### src/rtl/cache_controller.sv
// Direct-mapped, write-through, no-write-allocate data cache between the CPU data port
// and a slow single-port main memory; one word per line, hit/miss statistics for the board.
module cache_controller #(
   parameter int ADDR_W  = 12,
   parameter int DATA_W  = 32,
   parameter int INDEX_W = 4
) (
   input  logic              clk,
   input  logic              reset,
   input  logic [ADDR_W-1:0] address,
   input  logic [DATA_W-1:0] data,
   input  logic              r_en,
   input  logic              w_en,
   output logic [DATA_W-1:0] saida_cache,
   output logic              stall,
   output logic [ADDR_W-1:0] mem_address,
   output logic [DATA_W-1:0] mem_data,
   output logic              mem_r_en,
   output logic              mem_w_en,
   input  logic [DATA_W-1:0] mem_q,
   input  logic              mem_ready,
   output logic [15:0]       hit_cnt,
   output logic [15:0]       miss_cnt
);
   localparam int TAG_W = ADDR_W - INDEX_W;
   localparam int LINES = 1 << INDEX_W;

   typedef enum logic [1:0] {IDLE, RD_MISS, WR_THRU, DONE} state_t;
   state_t state;

   logic [LINES-1:0]   valid_bits;
   logic [TAG_W-1:0]   tag_mem  [LINES];
   logic [DATA_W-1:0]  line_mem [LINES];

   logic [INDEX_W-1:0] index;
   logic [INDEX_W-1:0] fill_index;
   logic [TAG_W-1:0]   tag;
   logic [TAG_W-1:0]   fill_tag;
   logic               hit;

   assign index      = address[INDEX_W-1:0];
   assign tag        = address[ADDR_W-1:INDEX_W];
   // The pending transaction's line is taken from the latched memory address.
   assign fill_index = mem_address[INDEX_W-1:0];
   assign fill_tag   = mem_address[ADDR_W-1:INDEX_W];
   assign hit        = valid_bits[index] && (tag_mem[index] == tag);

   assign mem_r_en = (state == RD_MISS);
   assign mem_w_en = (state == WR_THRU);

   always_comb begin
      stall       = 1'b0;
      saida_cache = '0;
      case (state)
         IDLE: begin
            stall = w_en || (r_en && !hit);
            if (r_en && !w_en && hit) saida_cache = line_mem[index];
         end
         RD_MISS, WR_THRU: stall = 1'b1;
         DONE:             saida_cache = line_mem[fill_index];
         default:          stall = 1'b0;
      endcase
   end

   always_ff @(posedge clk or posedge reset) begin
      if (reset) begin
         state       <= IDLE;
         valid_bits  <= '0;
         hit_cnt     <= '0;
         miss_cnt    <= '0;
         mem_address <= '0;
         mem_data    <= '0;
      end else begin
         case (state)
            IDLE: begin
               if (w_en) begin
                  mem_address <= address;
                  mem_data    <= data;
                  state       <= WR_THRU;
               end else if (r_en) begin
                  if (hit) begin
                     hit_cnt <= hit_cnt + 16'd1;
                  end else begin
                     mem_address <= address;
                     miss_cnt    <= miss_cnt + 16'd1;
                     state       <= RD_MISS;
                  end
               end
            end
            RD_MISS: begin
               if (mem_ready) begin
                  valid_bits[fill_index] <= 1'b1;
                  state                  <= DONE;
               end
            end
            WR_THRU: if (mem_ready) state <= DONE;
            DONE:    state <= IDLE;
            default: state <= IDLE;
         endcase
      end
   end

   // Tag/data storage has no reset; valid bits alone decide whether a line is usable.
   always_ff @(posedge clk) begin
      if (state == IDLE && w_en && hit) begin
         line_mem[index] <= data;
      end else if (state == RD_MISS && mem_ready) begin
         line_mem[fill_index] <= mem_q;
         tag_mem[fill_index]  <= fill_tag;
      end
   end
endmodule

### config.mk
export PLATFORM = sky130hd
export DESIGN_NAME = cache_controller
export DESIGN_NICKNAME = d
export VERILOG_FILES = /design/src/rtl/cache_controller.sv
export SDC_FILE = /design/constraint.sdc
export NUM_CORES = 1
export LEC_CHECK = 0
export CAP_MARGIN = 20
export CORE_MARGIN = 2
export CORE_UTILIZATION = 37
export CTS_CLUSTER_DIAMETER = 80
export DETAILED_ROUTE_END_ITERATION = 6
export GPL_TIMING_DRIVEN = 0
export MAX_ROUTING_LAYER = met4
export PLACE_DENSITY = 0.54
export SETUP_SLACK_MARGIN = 0.1
export SYNTH_ARGS = -nofsm -noshare
export SYNTH_HDL_FRONTEND = slang
export SYNTH_SLANG_ARGS = --single-unit
### constraint.sdc
create_clock -name clk -period 5.7 [get_ports clk]
set_clock_uncertainty 0.15 [all_clocks]
set_input_delay 0.57 -clock clk [delete_from_list [all_inputs] [get_ports clk]]
set_output_delay 0.57 -clock clk [all_outputs]
set_load 0.02 [all_outputs]
### Word-level counts from Yosys, hierarchy flattened

Memories as Yosys holds them, arrays and structs flattened.
Cells that the tools add are included.

* bitwise logic cells: 3
* order comparisons: 3
* reductions and logical operators: 21
* equal/unequal tests: 8
* add/subtract/negate cells: 2
* mux-type cells: 23

Operators by type and width (count)
* 32-bit two-way mux: 2
* 32-bit one-hot mux with 2 select lines: 1
* 12-bit two-way mux: 3
* 16-bit by 1-bit adder with 16-bit output, second input constant: 2
* 32-bit OR reduction: 1
* 16-bit bitwise OR: 1
* 4-bit by 5-bit less-than comparator with 1-bit output, second input constant: 2
* 8-bit == test: 1
* 1-bit logical AND: 8
* 1-bit two-way mux: 8
* 2-bit two-way mux: 4
* 4-bit AND reduction: 2
* 3-bit != test, second input constant: 2
* 2-bit one-hot mux with 3 select lines: 1
* 3-bit AND reduction: 2
* 1-bit binary-select mux with 4-bit select: 1
* 1-bit demux with 4-bit select: 1
* 2-bit == test, second input constant: 2
* 4-bit by 1-bit >= comparator with 1-bit output, second input constant: 1
* 4-bit two-way mux: 1
* 2-bit AND reduction: 2
* 2-bit by 1-bit == test with 1-bit output, second input constant: 1
* 1-bit zero test: 2
* 2-bit zero test: 1
* 7 further kinds: 8

* output and inout bits: 111
* logic and storage cells: 68
* bits in writable memories: 640
* flip-flop bits (word level): 94
* memories: 2

Memories
* line_mem: depth 16, width 32, read ports 2, clocked after memory_dff 0, wr ports 1, line 33 `logic [DATA_W-1:0] line_mem [LINES];`
* tag_mem: depth 16, width 8, read ports 1, clocked after memory_dff 0, wr ports 1, line 32 `logic [TAG_W-1:0] tag_mem [LINES];`

### Logic depth before layout (Yosys ltp)

Gate-level depths: netlist of run 1.

* depth after elaboration: 8
* mapped depth: 14

### Least setup slack after synthesis of run 1

Ideal clock, no wire load.

* path kind: input to register
* start: input port address[1]
* end: memory line_mem[13][0], enable pin
* arrival time: 4.931 ns
* buffers on the path: 4
* setup slack: 0.153 ns
* stages: 10
* cell sequence: buf_4 buf_2 buf_4 mux4_2 mux4_2 o211a_1 nand4_2 buf_2 nand3_1 o21ai_0

* cells in the longest elaborated chain, start to end: 8

RTL lines
* from (decl): line 10 `input logic [ADDR_W-1:0] address,`
* memory 16 x 8 bit / 1-bit binary-select mux with 4-bit select (equally long branches)
* 8-bit == test / 1-bit two-way mux (equally long branches): line 46 `assign hit = valid_bits[index] && (tag_mem[index] == tag);`
* 1-bit logical AND: line 46
* 1-bit logical AND: line 105 `if (state == IDLE && w_en && hit) begin`
* 1-bit two-way mux: line 105
* 1-bit two-way mux (not written as such): line 108 `line_mem[fill_index] <= mem_q;`
* 32-bit OR reduction (no source line)
* 4-bit two-way mux (no source line) / 1-bit two-way mux (equally long branches)
* to (decl): line 33

Parallel ways exist; a longest one is shown, timed or not. The select of a mux whose other input is x is not followed.

### Worst setup path after layout of run 1

* start: register mem_address[1]
* end: output port saida_cache[16]

* cells in the longest elaborated chain, start to end: 2

RTL lines
* from (decl): line 16 `output logic [ADDR_W-1:0] mem_address,`
* from (signal assigned): line 77 `mem_address <= address;`
* from (signal assigned): line 84 `mem_address <= address;`
* memory 16 x 32 bit
* 32-bit one-hot mux with 2 select lines: line 54 `case (state)`
* to (decl): line 14 `output logic [DATA_W-1:0] saida_cache,`

No other way between the ends.

==> key figures, run 1 <==
Outcome
  – Status: finished clean

STA
  – Setup violations, final: 0
  – Fin crit share: 96.2%
  – Fmax: approximately 180 MHz
  – Final Hold Viols: 0
  – Worst Tran Pin Value: roughly 1100 ps
  – Max Slew Vio Count: 0
  – Minimum clock period: around 5500 ps
  – Unrepaired setup endpoints after global routing: true
  – PnR worst setup slack: 219 ps
  – Max-slew headroom: 26.6%

Worst hold path
  – Hold WC Path Type: in2async

Synthesis
  – Asr flop ratio synth: 12.8%
  – Share of the synthesized area in the top cell type: 57.8%
  – Sequential share of the synthesized area: 64.9%
  – EDFF count, synth: 640
  – Ys Warns: 0
  – Most used DFF post-synth: edfxtp_1
  – Syn Nets: 1,727
  – Cells after Synth: 1,640
  – Seq cells post-synth: 734
  – Cell Area, Synth: 0.0332 mm2
  – Unique masters post-synth: 52
  – Post-synthesis average cell area: 20.3 um2
  – Synth top area cells: edfxtp_1, mux4_2, dfrtp_1
  – Area leader, netlist: edfxtp_1

CTS
  – Worst skew pair latency: 640 ps
  – Clk pin slew, worst setup/hold paths: 60 ps
  – Clk buf depth: 3
  – CTS tree: yes
  – Post-CTS setup buffer count: 0
  – Total CTS buffers: 84
  – Clock Sink Count: 734
  – Clk root buf: clkbuf_16
  – H-tree depth: 3

Placed design
  – DP Area: 0.0381 mm2
  – Hpwl dp: around 69 mm
  – Final GP Congestion: around 0.79
  – Buffers added on ports: around 190
  – Dpl cells: 3,056
  – Setup WS pre-CTS: -858 ps

Pwr
  – Leak Pwr: 13.8 nW
  – Sw power: 5.36 mW
  – Power density over the cells: around 430 mW/mm2
  – Sequential power share: 38.8%
  – Part of the power in the clock network: 30.8%
  – Int Pwr: 12.2 mW
  – Peak VDD IR: about 0.24 mV
  – Total Power: 17.5 mW
  – Switching share of power: 30.6%
  – Comb pwr share: between 30% and 40%

Drt
  – Via/cell ratio: 5.79
  – 1st-pass router iterations: 5
  – Remaining DRCs: 0
  – Routed len/inst: 31.1 um
  – Via Count: 18,613
  – Routed wire length: 100 mm
  – Starting DRT DRC Count: 2,010
  – Final ANT Viol Nets: 0

GRT
  – Number of global-route vias before repair: a little under 20,000
  – Antenna violations before repair: 3
  – First-pass GRT wire length: between 100 and 150 mm
  – Total gr overflow: 0
  – Tot GR Track Use: a little under a quarter
  – Largest net degree at the start of global routing: 53

Cells and area
  – Antenna cell count: 0
  – Post-route cell area: just over 0.04 mm2
  – Fraction of layout cells with a size suffix above 1: 34.4%
  – Final core utilization: 46.2%
  – Final Non-Filler Cells: 3,216
  – Filler Cell Count: 7,509
  – Area added between synthesis and finish: 23.4%
  – Final Net Count: 2,069

Floorplanning
  – Die H: 304 um
  – Boundary Pins: around 190
  – Die area: 0.0922 mm2
  – Core Area: 0.0886 mm2
  – Initial Util: 37.5%
  – Chip width: 304 um
  – Row Count: 109

Critical path
  – Startpoint types: flip-flop
  – Worst endpoint data arrival time: 4760 ps
  – Critical Path Sink Type: primary output
  – Required time worst endpoint: 4980 ps
  – CP Class: reg2out
  – Critical path peak fanout: 10

Flow run
  – Max-Cap Viols: 0
==> flip-flops by register name, summed over array words and instances, names as in the netlist <==
register     count
state            2
mem_address     12
mem_data        32
hit_cnt         16
valid_bits      16
miss_cnt        16
line_mem       512
tag_mem        128
==> power by group through the flow <==
stage	clock network (mW)	registers, mW	logic, mW
floorplan	0	7.01	2.92
CTS	5.51	6.81	5.39
finish	5.40	6.81	5.34
detailed placement	0	6.92	5.38
global placement	0	6.91	5.04
global route	5.71	6.86	5.64
==> metrics by stage <==
stage,hold WS [ps],TNS (ps)
after global routing,209,0
after detailed placement,303,-7600
after CTS,194,0
after global placement,296,-1699100
after floorplan,281,0
final,192,0
==> cell usage in the layout (no fill, tap or decap), types with 5 or more instances in the layout <==
cell type        netlist  layout
buf_1                 27      20
buf_12                 0       7
buf_16                 0      27
buf_2                 22      14
buf_4                  5      10
buf_6                  6      17
buf_8                  0      23
bufinv_16              0       6
clkbuf_1              53      74
clkbuf_16              0      88
clkbuf_2               0       7
clkbuf_8               0       9
clkdlybuf4s50_1        0     176
clkinv_1               1       6
clkinv_2               0      12
dfrtp_1               94      94
dlygate4sd2_1          0       8
dlymetal6s2s_1         0       5
edfxtp_1             640     640
ha_1                   6       6
inv_1                 27      26
mux2_2                50      50
mux2_4                30      30
mux2i_1               22      20
mux4_2               353     353
nand2_1               71      71
nand2b_1               5       5
nand3_1               31      31
nand4_1               12      12
nor2_1                32      32
nor3_1                10      10
o21ai_0               20      13
o21ai_1                3       6
o21bai_1              13      11
o22ai_4                0      12
or3_1                  5       5
xnor2_1               18      18
xor2_1                28      28
==> area by class of cell <==
| type | count | area (um2) | share of cell area (%) |
|---|---|---|---|
| clock inverter | 32 | 340 | 0.830 |
| inverter | 28 | 110 | 0.269 |
| tap | 1165 | 1460 | 3.56 |
| buffer | 113 | 596 | 1.45 |
| sequential | 734 | 21600 | 52.6 |
| timing repair buffer | 256 | 3230 | 7.88 |
| clock buffer | 123 | 2410 | 5.89 |
| multi-input combinational | 765 | 11300 | 27.5 |
==> worst max-delay path, stage by stage, from the launching register on <==
cell and delay (ps):
dfrtp_1 490, clkbuf_1 350, clkbuf_1 720, clkbuf_1 850, mux4_2 430, mux4_2 480, nand2_1 80, nand2_1 140
clkdlybuf4s50_1 570
==> repair_timing <==
| item | 4_1_cts | 5_1_grt |
|---|---|---|
| resized for setup | 37 | 22 |
| hold buffers | 0 | 0 |
| setup endpoints to repair | 32 | 24 |
==> cells by family (layout without fill, tap and decap cells) <==
family	Yosys count	count (layout)	share of synthesized area, %
AOI/OAI and AO/OA	63	63	1.24
muxes	456	456	27.7
adders and majority gates	6	6	0.226
and+or+nand+nor	194	194	2.87
buffers and inverters	141	552	1.87
xor gates and xnor gates	46	46	1.21
DFF	734	734	64.9
==> per-layer routing <==
metal	GRT usage (%)	vias up	routed length [um]
met5	-	-	0
met4	6.57	0	2930
met3	5.05	159	7820
met2	34.9	819	47400
met1	30.2	10031	42000
li1	-	7604	-
==> worst paths after layout <==
kind                       cells after the start      startpoint  slack, ps               to
max in group asynchronous                      3           reset       4540      mem_data[6]
hold reg to reg                                2   valid_bits[0]        320    valid_bits[0]
hold / removal                                 2           reset        190      hit_cnt[15]
setup / recovery                               8  mem_address[1]        220  saida_cache[16]
min in group clk                               2   valid_bits[0]        320    valid_bits[0]
setup reg to reg                               9  mem_address[1]        430   line_mem[7][1]
==> cells in the mapped netlist (all sizes together), types with 10 or more instances <==
cell type / instances
mux2i: 22
inv: 27
dfrtp: 94
mux4: 353
o21ai: 24
buf: 60
o22ai: 14
xor2: 28
edfxtp: 640
nand3: 31
nand4: 13
nand2: 72
mux2: 81
clkbuf: 53
xnor2: 18
nor2: 32
o21bai: 13
nor3: 10
(Power assumes the default switching activity.)
==> run 2, diff against run 1 <==
--- a/config.mk
+++ b/config.mk
@@ -14,6 +14,7 @@
 export MAX_ROUTING_LAYER = met4
 export PLACE_DENSITY = 0.54
 export SETUP_SLACK_MARGIN = 0.1
+export SLEW_MARGIN = 10
 export SYNTH_ARGS = -nofsm -noshare
 export SYNTH_HDL_FRONTEND = slang
 export SYNTH_SLANG_ARGS = --single-unit
==> key figures, run 2 (synthesized netlist as in run 1, its figures left out) <==
Critical path
  – Required time worst endpoint: ~5000 ps
  – R2R Setup Slk: 440 ps
  – Critical path peak fanout: 10
  – Startpoint types: flip-flop
  – Critical Path Sink Type: primary output
  – Worst endpoint data arrival time: ~4800 ps
  – Reg2Reg Depth: 9
  – CP Class: reg2out

Floorplanning
  – Initial Util: 37.5%
  – Boundary Pins: 192
  – Die H: 304 um
  – Row Count: between 100 and 150
  – Chip width: 304 um
  – Die area: 0.0922 mm2
  – Core Area: 0.0886 mm2

Cells and area
  – Number of flip-flops in the largest register: 512
  – Register area: 0.0216 mm2
  – Most flops, register: line_mem
  – Area of the multi-input gates: about 0.011 mm2
  – Final Non-Filler Cells: around 3,200
  – Largest regs: line_mem x512, tag_mem x128, mem_data x32
  – Final Net Count: between 2,000 and 2,500
  – Final core utilization: 46.4%
  – Most common cell after layout, fill and taps aside: edfxtp_1
  – Filler Cell Count: approximately 7,600
  – Area added between synthesis and finish: 23.7%
  – Post-route cell area: 0.0411 mm2
  – Fraction of layout cells with a size suffix above 1: between 30% and 40%
  – Commonest cells after routing, fill and taps aside: edfxtp_1, mux4_2, clkdlybuf4s50_1

GRT
  – Total gr overflow: 0
  – First-pass GRT wire length: 145 mm
  – Antenna violations before repair: 2
  – Tot GR Track Use: around 23%
  – Number of global-route vias before repair: 19,621
  – Largest net degree at the start of global routing: 53

CTS
  – CTS tree: yes
  – Clk pin slew, worst setup/hold paths: 60 ps
  – Clock Sink Count: 734
  – Clk buf depth: 3
  – Total CTS buffers: 86
  – Worst skew pair latency: 630 ps
  – H-tree depth: 3
  – Clk root buf: clkbuf_16

Pwr
  – Sw power: roughly 5.4 mW
  – Switching share of power: 30.4%
  – Total Power: 17.7 mW
  – Part of the power in the clock network: 31.7%
  – Leak Pwr: about 14 nW
  – Comb pwr share: between 20 and 30%
  – Power density over the cells: about 430 mW/mm2
  – Int Pwr: 12.3 mW
  – Sequential power share: a little under two fifths
  – Peak VDD IR: 0.250 mV

STA
  – Setup violations, final: 0
  – Unrepaired setup endpoints after global routing: true
  – Minimum clock period: 5500 ps
  – PnR worst setup slack: 205 ps
  – Fin crit share: 96.4%
  – Final Hold Viols: 0
  – Max Slew Vio Count: 0
  – Min Hold Slack: 203 ps
  – Max-slew headroom: 23.5%
  – Setup TNS: 0 ps
  – Worst Tran Pin Value: between 1000 and 1500 ps
  – Fmax: 182 MHz

Flow run
  – Max-Cap Viols: 0

Worst hold path
  – Hold WC Path Type: in2async

Drt
  – Starting DRT DRC Count: ~2,000
  – 1st-pass router iterations: 5
  – Final ANT Viol Nets: 0
  – Via Count: about 19,000
  – Via/cell ratio: 5.78
  – Remaining DRCs: 0
  – Routed len/inst: ~31 um
  – Routed wire length: just over 100 mm

Outcome
  – Status: finished clean

Placed design
  – Final GP Congestion: slightly below 0.8
  – Buffers added on ports: 189
  – DP Area: 0.0381 mm2
  – Dpl cells: between 3,000 and 4,000
  – Setup WS pre-CTS: -777 ps
  – Hpwl dp: approximately 69 mm
run 2: cell count changes in the layout (fill, tap and decap cells not counted), sizes merged, moves of 2 or more:
cell,before,now
bufinv,6,8
dlygate4sd2,8,6
clkbuf,181,177
clkinv,18,25
inv,33,30
run 2: power by group through the flow:
| stage | sequential (mW) | combinational [mW] | clock (mW) |
|---|---|---|---|
| finish | 6.81 | 5.31 | 5.62 |
| global route | 6.86 | 5.61 | 5.94 |
| CTS | 6.81 | 5.37 | 5.74 |
| detailed placement | 6.92 | 5.36 | 0 |
| global placement | 6.91 | 5.04 | 0 |
| floorplan | 7.01 | 2.92 | 0 |
run 2: final cells by class:
type | count | area share [%]
antenna | 1 | 0.00609
tap | 1165 | 3.55
buffer | 113 | 1.44
inverter | 28 | 0.268
timing repair buffer | 253 | 7.76
clock buffer | 120 | 6.02
clock inverter | 37 | 1.03
multi-input combinational | 765 | 27.4
sequential | 734 | 52.5
run 2: final timing paths:
kind / start / to
setup / recovery: mem_address[1] / saida_cache[10]
setup reg to reg: mem_address[1] / line_mem[7][6]
hold reg to reg: hit_cnt[15] / hit_cnt[15]
max in group asynchronous: reset / mem_data[3]
hold / removal: reset / hit_cnt[14]
min in group clk: hit_cnt[15] / hit_cnt[15]
run 2: critical path: stages, from the launching register on:
cell and delay (ps):
dfrtp_1 490, clkbuf_1 330, clkbuf_1 680, clkbuf_1 900, mux4_2 430, mux4_2 460
nand2_1 80, nand2_1 160, clkdlybuf4s50_1 600
run 2: routing by layer:
layer  part of all wire, %  wire, um  track usage, %
met1                    43     43100            30.9
met2                    48     47900            35.2
met3                   6.8      6870            4.30
met4                   2.7      2720            6.14
met5                     0         0               -
run 2: what timing repair did:
action,CTS,global route
hold buffers,0,0
setup endpoints to repair,31,25
setup buffers,0,0
resized for setup,35,20
